$ cat config.mk
export PLATFORM = sky130hd
export DESIGN_NAME = onehot_ring_monitor_flat
export DESIGN_NICKNAME = d
export VERILOG_FILES = /design/src/rtl/onehot_ring_monitor_if.sv /design/src/rtl/onehot_ring_monitor.sv /design/src/flat_wrapper.sv
export SDC_FILE = /design/constraint.sdc
export NUM_CORES = 1
export LEC_CHECK = 0
export ABC_AREA = 1
export BUFFER_PORTS_ARGS = -buffer_cell sky130_fd_sc_hd__buf_4
export CAP_MARGIN = 25
export CORE_AREA = 2 2 52 54
export DETAILED_ROUTE_END_ITERATION = 10
export DIE_AREA = 0 0 54 56
export MAX_ROUTING_LAYER = met4
export PLACE_DENSITY = 0.85
export RECOVER_POWER = 25
export SETUP_SLACK_MARGIN = 0.5
export SLEW_MARGIN = 20
export SYNTH_ARGS = -nofsm -noshare
export SYNTH_HDL_FRONTEND = slang
export SYNTH_SLANG_ARGS = --single-unit
$ cat constraint.sdc
create_clock -name clock -period 2.88 [get_ports clock]
set_input_delay 0.288 -clock clock [delete_from_list [all_inputs] [get_ports clock]]
set_output_delay 0.288 -clock clock [all_outputs]
set_load 0.02 [all_outputs]
$ cat src/rtl/onehot_ring_monitor_if.sv
// Ring interface between a rotating one-hot writer and its reader-side monitor.
// The writer drives the ring sample, qualifier and counter clear; the monitor returns status.
interface onehot_ring_monitor_if #(
  parameter int WIDTH     = 4,
  parameter int CNT_WIDTH = 8
);
  localparam int IDX_W = $clog2(WIDTH);

  logic [WIDTH-1:0]     ring_in;
  logic                 ring_valid;
  logic                 clear;
  logic [IDX_W-1:0]     index;
  logic                 index_valid;
  logic                 locked;
  logic                 error;
  logic [CNT_WIDTH-1:0] wrap_count;
  logic [CNT_WIDTH-1:0] error_count;

  modport master (
    output ring_in, ring_valid, clear,
    input  index, index_valid, locked, error, wrap_count, error_count
  );

  modport slave (
    input  ring_in, ring_valid, clear,
    output index, index_valid, locked, error, wrap_count, error_count
  );
endinterface

$ cat src/rtl/onehot_ring_monitor.sv
// Reader-side monitor for a shift-left-with-wrap one-hot ring: encodes the position,
// checks each qualified step is a hold or a single advance, counts wraps and violations.
module onehot_ring_monitor #(
  parameter int WIDTH     = 4,
  parameter int CNT_WIDTH = 8
) (
  input  logic                  clock,
  input  logic                  reset,
  onehot_ring_monitor_if.slave  bus
);
  localparam int IDX_W = $clog2(WIDTH);
  localparam logic [IDX_W-1:0] LAST = IDX_W'(WIDTH - 1);

  typedef enum logic {UNLOCKED = 1'b0, LOCKED = 1'b1} state_t;

  state_t               state_q, state_nxt;
  logic [IDX_W-1:0]     index_q, index_nxt;
  logic                 error_q, error_nxt;
  logic [CNT_WIDTH-1:0] wrap_q, errc_q;
  logic                 wrap_inc, err_inc;

  logic                 onehot;
  logic [IDX_W-1:0]     enc;
  logic [IDX_W-1:0]     expected;

  always_comb begin
    int ones;
    ones = 0;
    enc  = '0;
    for (int i = 0; i < WIDTH; i++) begin
      if (bus.ring_in[i]) begin
        ones = ones + 1;
        enc  = IDX_W'(i);
      end
    end
    onehot = (ones == 1);
  end

  // Wrap at WIDTH-1 explicitly so non-power-of-two rings advance correctly.
  assign expected = (index_q == LAST) ? '0 : index_q + IDX_W'(1);

  always_ff @(posedge clock) begin
    if (reset) begin
      state_q <= UNLOCKED;
      index_q <= '0;
      error_q <= 1'b0;
      wrap_q  <= '0;
      errc_q  <= '0;
    end else begin
      state_q <= state_nxt;
      index_q <= index_nxt;
      error_q <= error_nxt;
      if (bus.clear)                   wrap_q <= '0;
      else if (wrap_inc && wrap_q != '1) wrap_q <= wrap_q + CNT_WIDTH'(1);
      if (bus.clear)                   errc_q <= '0;
      else if (err_inc && errc_q != '1)  errc_q <= errc_q + CNT_WIDTH'(1);
    end
  end

  always_comb begin
    state_nxt = state_q;
    index_nxt = index_q;
    error_nxt = 1'b0;
    wrap_inc  = 1'b0;
    err_inc   = 1'b0;
    if (bus.ring_valid) begin
      case (state_q)
        UNLOCKED: begin
          if (onehot) begin
            index_nxt = enc;
            state_nxt = LOCKED;
          end
        end
        LOCKED: begin
          if (onehot && enc == index_q) begin
            state_nxt = LOCKED;
          end else if (onehot && enc == expected) begin
            index_nxt = enc;
            wrap_inc  = (index_q == LAST);
          end else begin
            // Index keeps its last good value; relock needs a later one-hot sample.
            error_nxt = 1'b1;
            err_inc   = 1'b1;
            state_nxt = UNLOCKED;
          end
        end
        default: state_nxt = UNLOCKED;
      endcase
    end
  end

  always_comb begin
    bus.index       = index_q;
    bus.locked      = (state_q == LOCKED);
    bus.index_valid = (state_q == LOCKED);
    bus.error       = error_q;
    bus.wrap_count  = wrap_q;
    bus.error_count = errc_q;
  end
endmodule

$ cat src/flat_wrapper.sv
// flat-port wrapper written by rule: the top's interface ports become plain ports
module onehot_ring_monitor_flat 
#(
  parameter int WIDTH     = 4,
  parameter int CNT_WIDTH = 8
)
  (clock, reset, bus_ring_in, bus_ring_valid, bus_clear, bus_index, bus_index_valid, bus_locked, bus_error, bus_wrap_count, bus_error_count);
  onehot_ring_monitor_if #(.WIDTH(WIDTH), .CNT_WIDTH(CNT_WIDTH)) bus_i ();
  input  logic clock;
  input  logic reset;
  input wire logic [$bits(bus_i.ring_in)-1:0] bus_ring_in;
  input wire logic [$bits(bus_i.ring_valid)-1:0] bus_ring_valid;
  input wire logic [$bits(bus_i.clear)-1:0] bus_clear;
  output wire logic [$bits(bus_i.index)-1:0] bus_index;
  output wire logic [$bits(bus_i.index_valid)-1:0] bus_index_valid;
  output wire logic [$bits(bus_i.locked)-1:0] bus_locked;
  output wire logic [$bits(bus_i.error)-1:0] bus_error;
  output wire logic [$bits(bus_i.wrap_count)-1:0] bus_wrap_count;
  output wire logic [$bits(bus_i.error_count)-1:0] bus_error_count;
  assign bus_i.ring_in = bus_ring_in;
  assign bus_i.ring_valid = bus_ring_valid;
  assign bus_i.clear = bus_clear;
  assign bus_index = bus_i.index;
  assign bus_index_valid = bus_i.index_valid;
  assign bus_locked = bus_i.locked;
  assign bus_error = bus_i.error;
  assign bus_wrap_count = bus_i.wrap_count;
  assign bus_error_count = bus_i.error_count;
  onehot_ring_monitor #(.WIDTH(WIDTH), .CNT_WIDTH(CNT_WIDTH)) u_core (.clock(clock), .reset(reset), .bus(bus_i));
endmodule
Yosys cells after proc, flatten, opt, wreduce, memory -nomap -nowiden
Cells that the tools add are included.
{"block": "op_classes", "add_sub_neg": 6, "n_eq_ne": 9, "mux": 24, "bitwise": 1, "n_reduce_logical": 6}
{"operator": "2-to-1 mux 32 bit", "count": 3}
{"operator": "adder 32 x 2 -> 32 bit, second input constant", "count": 2}
{"operator": "equality test 32 x 2 -> 1 bit, second input constant", "count": 1}
{"operator": "adder 8 x 1 -> 8 bit, second input constant", "count": 2}
{"operator": "!= test 8 bit, second input constant", "count": 2}
{"operator": "2-to-1 mux 1 bit", "count": 13}
{"operator": "2-to-1 mux 2 bit", "count": 6}
{"operator": "equality test 2 bit", "count": 2}
{"operator": "logical AND 1 bit", "count": 4}
{"operator": "!= test 2 bit, second input constant", "count": 2}
{"operator": "one-hot mux 2 bit (2 select lines)", "count": 1}
{"operator": "AND reduction 4 bit", "count": 1}
{"operator": "adder 1 x 1 -> 2 bit, second input constant", "count": 1}
{"operator": "adder 2 x 1 -> 2 bit, second input constant", "count": 1}
{"operator": "equality test 2 bit, second input constant", "count": 1}
{"operator": "!= test 2 x 1 -> 1 bit, second input constant", "count": 1}
{"operator": "one-hot mux 1 bit (2 select lines)", "count": 1}
{"operator": "OR reduction 2 bit", "count": 1}
{"operator": "NOT 1 bit", "count": 1}
{"block": "word_totals", "register_bits": 20, "in_bits": 8, "output_inout_bits": 21, "elab_cells": 51}

Logic depth before layout (Yosys ltp)
{"block": "depth", "word_depth": 14, "mapped_depth": 15, "depth_no_buf": 15}

Worst setup path before layout
OpenSTA, ideal clock, no wires.
{"block": "synth_timing", "path_kind": "input to register", "startpoint": "in bus_ring_in[0]", "endpoint": "reg u_core.wrap_q[6] (netlist: u_core.bus.wrap_count[6])", "setup_ns": 0.132, "arrival_ns": 1.894, "required_ns": 2.748, "path_slack_ns": 0.854, "cell_stages": 13, "path_buffers": 0, "path_cell_list": "inv_1 -> ha_1 -> nand2_1 -> inv_2 -> nor2_2 -> ha_1 -> nand2_1 -> xnor2_4 -> nand3_4 -> nor2_8 -> nand3_4 -> nand2_1 -> a21oi_1"}
{"block": "synth_via", "elab_chain_cells": 14, "elab_cells_between_ends": 15, "classes_between": "add/sub (3); eq/ne (1); mux (8); reduce/logical (3)"}
{"element": "start, declared", "line": "flat_wrapper.sv:11", "text": "input wire logic [$bits(bus_i.ring_in)-1:0] bus_ring_in;"}
{"element": "2-to-1 mux 1 bit *", "line": "onehot_ring_monitor.sv:31", "text": "if (bus.ring_in[i]) begin"}
{"element": "adder 1 x 1 -> 2 bit", "line": "onehot_ring_monitor.sv:32", "text": "ones = ones + 1;"}
{"element": "2-to-1 mux 32 bit *", "line": "onehot_ring_monitor.sv:31"}
{"element": "adder 32 x 2 -> 32 bit", "line": "onehot_ring_monitor.sv:32"}
{"element": "2-to-1 mux 32 bit *", "line": "onehot_ring_monitor.sv:31"}
{"element": "adder 32 x 2 -> 32 bit", "line": "onehot_ring_monitor.sv:32"}
{"element": "2-to-1 mux 32 bit *", "line": "onehot_ring_monitor.sv:31"}
{"element": "equality test 32 x 2 -> 1 bit *", "line": "onehot_ring_monitor.sv:36", "text": "onehot = (ones == 1);"}
{"element": "logical AND 1 bit", "line": "onehot_ring_monitor.sv:77", "text": "end else if (onehot && enc == expected) begin"}
{"element": "2-to-1 mux 1 bit", "line": "onehot_ring_monitor.sv:77"}
{"element": "2-to-1 mux 1 bit *", "line": "onehot_ring_monitor.sv:75", "text": "if (onehot && enc == index_q) begin"}
{"element": "2-to-1 mux 1 bit *", "line": "onehot_ring_monitor.sv:67", "text": "case (state_q)"}
{"element": "2-to-1 mux 1 bit *", "line": "onehot_ring_monitor.sv:66", "text": "if (bus.ring_valid) begin"}
{"element": "logical AND 1 bit *", "line": "onehot_ring_monitor.sv:54", "text": "else if (wrap_inc && wrap_q != '1) wrap_q <= wrap_q + CNT_WIDTH'(1);"}
{"element": "end signal, assigned", "line": "onehot_ring_monitor.sv:54"}
{"element": "end, declared", "line": "onehot_ring_monitor.sv:19", "text": "logic [CNT_WIDTH-1:0] wrap_q, errc_q;"}
Every way passes the cells marked *; elsewhere a longest branch is shown, timed or not.
A chain may end at the register's enable or synchronous reset.

Worst setup path after layout
{"block": "layout_timing", "startpoint": "in bus_ring_in[1]", "endpoint": "reg u_core.wrap_q[0] (netlist: u_core.bus.wrap_count[0])"}
{"block": "layout_via", "elab_chain_cells": 12, "elab_cells_between_ends": 18, "classes_between": "add/sub (2); eq/ne (3); mux (10); reduce/logical (3)"}
{"element": "2-to-1 mux 32 bit", "line": "onehot_ring_monitor.sv:31"}
{"element": "adder 32 x 2 -> 32 bit", "line": "onehot_ring_monitor.sv:32"}
{"element": "2-to-1 mux 32 bit", "line": "onehot_ring_monitor.sv:31"}
{"element": "adder 32 x 2 -> 32 bit", "line": "onehot_ring_monitor.sv:32"}
{"element": "2-to-1 mux 32 bit", "line": "onehot_ring_monitor.sv:31"}
{"element": "equality test 32 x 2 -> 1 bit", "line": "onehot_ring_monitor.sv:36"}
{"element": "logical AND 1 bit", "line": "onehot_ring_monitor.sv:77"}
{"element": "2-to-1 mux 1 bit", "line": "onehot_ring_monitor.sv:77"}
{"element": "2-to-1 mux 1 bit *", "line": "onehot_ring_monitor.sv:75"}
{"element": "2-to-1 mux 1 bit *", "line": "onehot_ring_monitor.sv:67"}
{"element": "2-to-1 mux 1 bit *", "line": "onehot_ring_monitor.sv:66"}
{"element": "logical AND 1 bit *", "line": "onehot_ring_monitor.sv:54"}
Marks and branches as above.

==> results.yml <==
clocking:
  h-tree-depth: 1
  clockBufferDepth: 2
  cts.sinks: 20
  ctsHoldBuffers: 0
  post_cts_buffers: 0
  cts_resized: 0
  insertion_delay_ns: 0.30
  cts_tree: "yes"
  cts_inserted_buffers: 3
  root_buffer: "clkbuf_4"
  path_clk_slew_ns: 0.11
setup_path:
  cp_data_required_time_ns: 3.09
  r2r_cells: 11
  cpMaxStageDelayCell: "ha_1"
  startpoint_type: "input pin"
  crit_top_cell: "nor2_1"
  crit_fanout: 9
  cp-end-kind: "register"
  crit_chain: "buf_4, inv_1, ha_1, nand2_1, inv_2, nor2_2, ha_1, nor2_1, o21ai_1, nand2_2, nand3_4, nor2_8, nand3_4, nor2_1, nor2_1"
  rrSetupSlack_ns: 1.10
  r2r-start: "u_core.bus.index[0]$_SDFFE_PP0P_"
  cpPeakStageDelay_ns: 0.31
  cp.arrival_ns: 2.19
  r2r_end: "u_core.bus.wrap_count[0]$_SDFFE_PP0P_"
  critPathLaunch: "bus_ring_in[1]"
  crit_type: "input pin to register"
sta:
  fmax_mhz: 503.8
  setup_viol: 0
  hold_viol: 0
  final_period_minus_worst_setup_slack_ns: 1.985
  max_slew.worst_pin.slew_ns: 0.3794
  post-route-period-util_pct: 68.92
  slew_headroom_pct: 74.68
  slew_viol_final: 0
  finalClockSkew_ns: 0.001164
  fin_tns_setup_ns: 0
  rsz0062_at_grt: "no"
final_layout:
  stdcell_count: 235
  areaGrowthSynthToFinish_pct: 17.75
  nets: 220
  antenna_cells: 0
  layout-drive-gt1-share_pct: 24.39
power:
  p_switching_w: 0.0001689
  internal_power_w: 0.0004676
  swShare_pct: 26.54
  pwr-share-clk_pct: 35.8
  power_density_nw_per_um2: 399.3
  irDropWorstVdd_v: 0.0004701
  p_seq_share_pct: 45.3
  leakagePower_nw: 0.6602
  comb_power_share_pct: 18.9
global_routing:
  grt_pass1_vias: 1163
  grt_pass1_wl_mm: 4.712
  grtUsageTotal_pct: 20.50
  antenna_found_initial: 0
  grt.overflow.total: 0
  grt_max_degree: 14
yosys:
  synth_edf_count: 0
  yosysWarnings: 0
  synth_seq_cells: 20
  netlist_instances: 176
  netlist.top_cell.by_area: "dfxtp_1"
  synth_ff_type: "dfxtp_1"
  ys_seq_area_share_pct: 29.57
  yosysTopAreaCellShare_pct: 29.57
  syn-cell-area_um2: 1354
  yosys.cell_types.count: 28
  synthTopCellsByArea: "dfxtp_1 (30%), nand2_1 (8.6%), a21oi_1 (6.3%)"
  syn_area_per_cell_um2: 7.692
  synthArstFlopShare_pct: 0
  syn-num-nets: 190
  synthTopCellsByCount: "nand2_1 (31), dfxtp_1 (20), a21oi_1 (17), nand3_1 (17)"
  yosysMostFrequentCell: "nand2_1"
floorplan:
  dieHeight_um: 56
  fp-row-count: 18
  ioPinCount: 29
  start_util_pct: 55.66
  die_w_um: 54
  core-area_um2: 2432
  die-area_um2: 3024
route:
  wl_per_cell_um: 11.98
  first_iter_violations: 16
  drc: 0
  ant_nets: 0
  dr.pass1.iters: 4
  wirelength_mm: 2.815
  vias: 1266
  avgViaCountPerCell: 5.387
hold_path:
  min_path_cells: 2
  hold-path-endpoint: "u_core.bus.index_valid$_SDFFE_PP0P_"
  hold_path_class: "input pin to register"
  holdCritStartpoint: "reset"
run:
  maxCapViolations: 0
placement:
  dp_hpwl_mm: 2.241
  portBuffers: 28
  gp_congestion: 0.8605
  dp.cells: 231
outcome:
  status: "finished, final reports clean"
placed cells by master, fill, tap and decap left out, types with 2 or more instances in the layout:
| cell | netlist | layout |
|---|---|---|
| nand3_2 | 5 | 5 |
| xnor2_1 | 5 | 5 |
| inv_1 | 13 | 13 |
| buf_4 | 1 | 18 |
| nand3_1 | 17 | 17 |
| o21ai_0 | 2 | 2 |
| xor2_1 | 8 | 8 |
| dfxtp_1 | 20 | 20 |
| nor3_1 | 3 | 3 |
| nand4_1 | 7 | 7 |
| nor2_1 | 13 | 13 |
| clkbuf_1 | 1 | 10 |
| clkbuf_4 | 0 | 3 |
| nor2_4 | 3 | 3 |
| inv_2 | 4 | 4 |
| nand2_2 | 5 | 5 |
| ha_1 | 6 | 6 |
| nor2_2 | 4 | 4 |
| a21oi_1 | 17 | 17 |
| nand2_1 | 31 | 31 |
| nand3_4 | 2 | 2 |
| o21ai_1 | 2 | 2 |
worst max-delay path: cells and delay by family:
family / cells / cell delay, ns
buffers and inverters: 3 / 0.19
AO/OA/AOI/OAI: 1 / 0.08
AND/OR/NAND/NOR: 9 / 1.08
adder cells (fa/ha/maj): 2 / 0.55
through the flow:
stage / worst slack (ns) / util [%] / total power, W / hold slack [ns] / cell area, um^2
after floorplan: 0.8540 / - / 0.0003865 / 0.3610 / 1354
after global placement: 0.6848 / 64.92 / 0.0004116 / 0.4832 / 1579
after detailed placement: 0.5745 / 64.92 / 0.0004165 / 0.4880 / 1579
after CTS: 0.9033 / 67.08 / 0.0006439 / 0.1638 / 1632
after global routing: 0.7635 / 65.54 / 0.0006695 / 0.1547 / 1594
final: 0.8951 / 65.54 / 0.0006365 / 0.1663 / 1594
flip-flops by register name, indices dropped and copies added, names as in the netlist:
| name | count |
|---|---|
| u_core.bus.index_valid | 1 |
| u_core.bus.wrap_count | 8 |
| u_core.bus.index | 2 |
| u_core.bus.error_count | 8 |
| u_core.bus.error | 1 |
metal layers:
layer / vias up / share of wire, % / GRT usage (%)
met3: 2 / 3.9 / 4.839
met2: 29 / 52 / 33.80
met1: 584 / 43 / 24.34
met4: 0 / 0.71 / 5.714
li1: 651 / - / -
met5: - / 0 / -
logic make-up after synthesis:
kind of cell	synth area share (%)
AND/OR/NAND/NOR	38.17
AO/OA/AOI/OAI	9.889
buffers and inverters	6.377
flip-flops	29.57
XOR/XNOR	10.44
adder cells (fa/ha/maj)	5.545
power groups by stage:
stage          combinational, W  clock, W  sequential, W
3_3_place_gp           0.000117         0       0.000294
2_1_floorplan         0.0000868         0       0.000300
3_5_place_dp           0.000122         0       0.000295
4_1_cts                0.000123  0.000233       0.000288
5_1_grt                0.000133  0.000247       0.000289
6_report               0.000120  0.000228       0.000288
worst max-delay path by stage:
| stage | cells past startpoint | endpoint | slack [ns] |
|---|---|---|---|
| 3_3_place_gp | 14 | u_core.bus.wrap_count[7]$_SDFFE_PP0P_ | 0.68 |
| 4_1_cts | 15 | u_core.bus.wrap_count[0]$_SDFFE_PP0P_ | 0.90 |
| 5_1_grt | 14 | u_core.bus.wrap_count[1]$_SDFFE_PP0P_ | 0.76 |
| 3_5_place_dp | 15 | u_core.bus.wrap_count[0]$_SDFFE_PP0P_ | 0.57 |
| 6_report | 15 | u_core.bus.wrap_count[0]$_SDFFE_PP0P_ | 0.90 |
| 2_1_floorplan | 13 | u_core.bus.wrap_count[6]$_SDFFE_PP0P_ | 0.85 |
final cells by class:
cell class | instances | area [um^2]
tap | 30 | 37.54
fill | 213 | 838.3
timing repair buffer | 28 | 172.7
clock inverter | 1 | 30.03
multi-input combinational | 136 | 867.1
sequential | 20 | 400.4
inverter | 17 | 63.81
clock buffer | 3 | 22.52
Note: power is estimated with default switching activity, not from simulation.
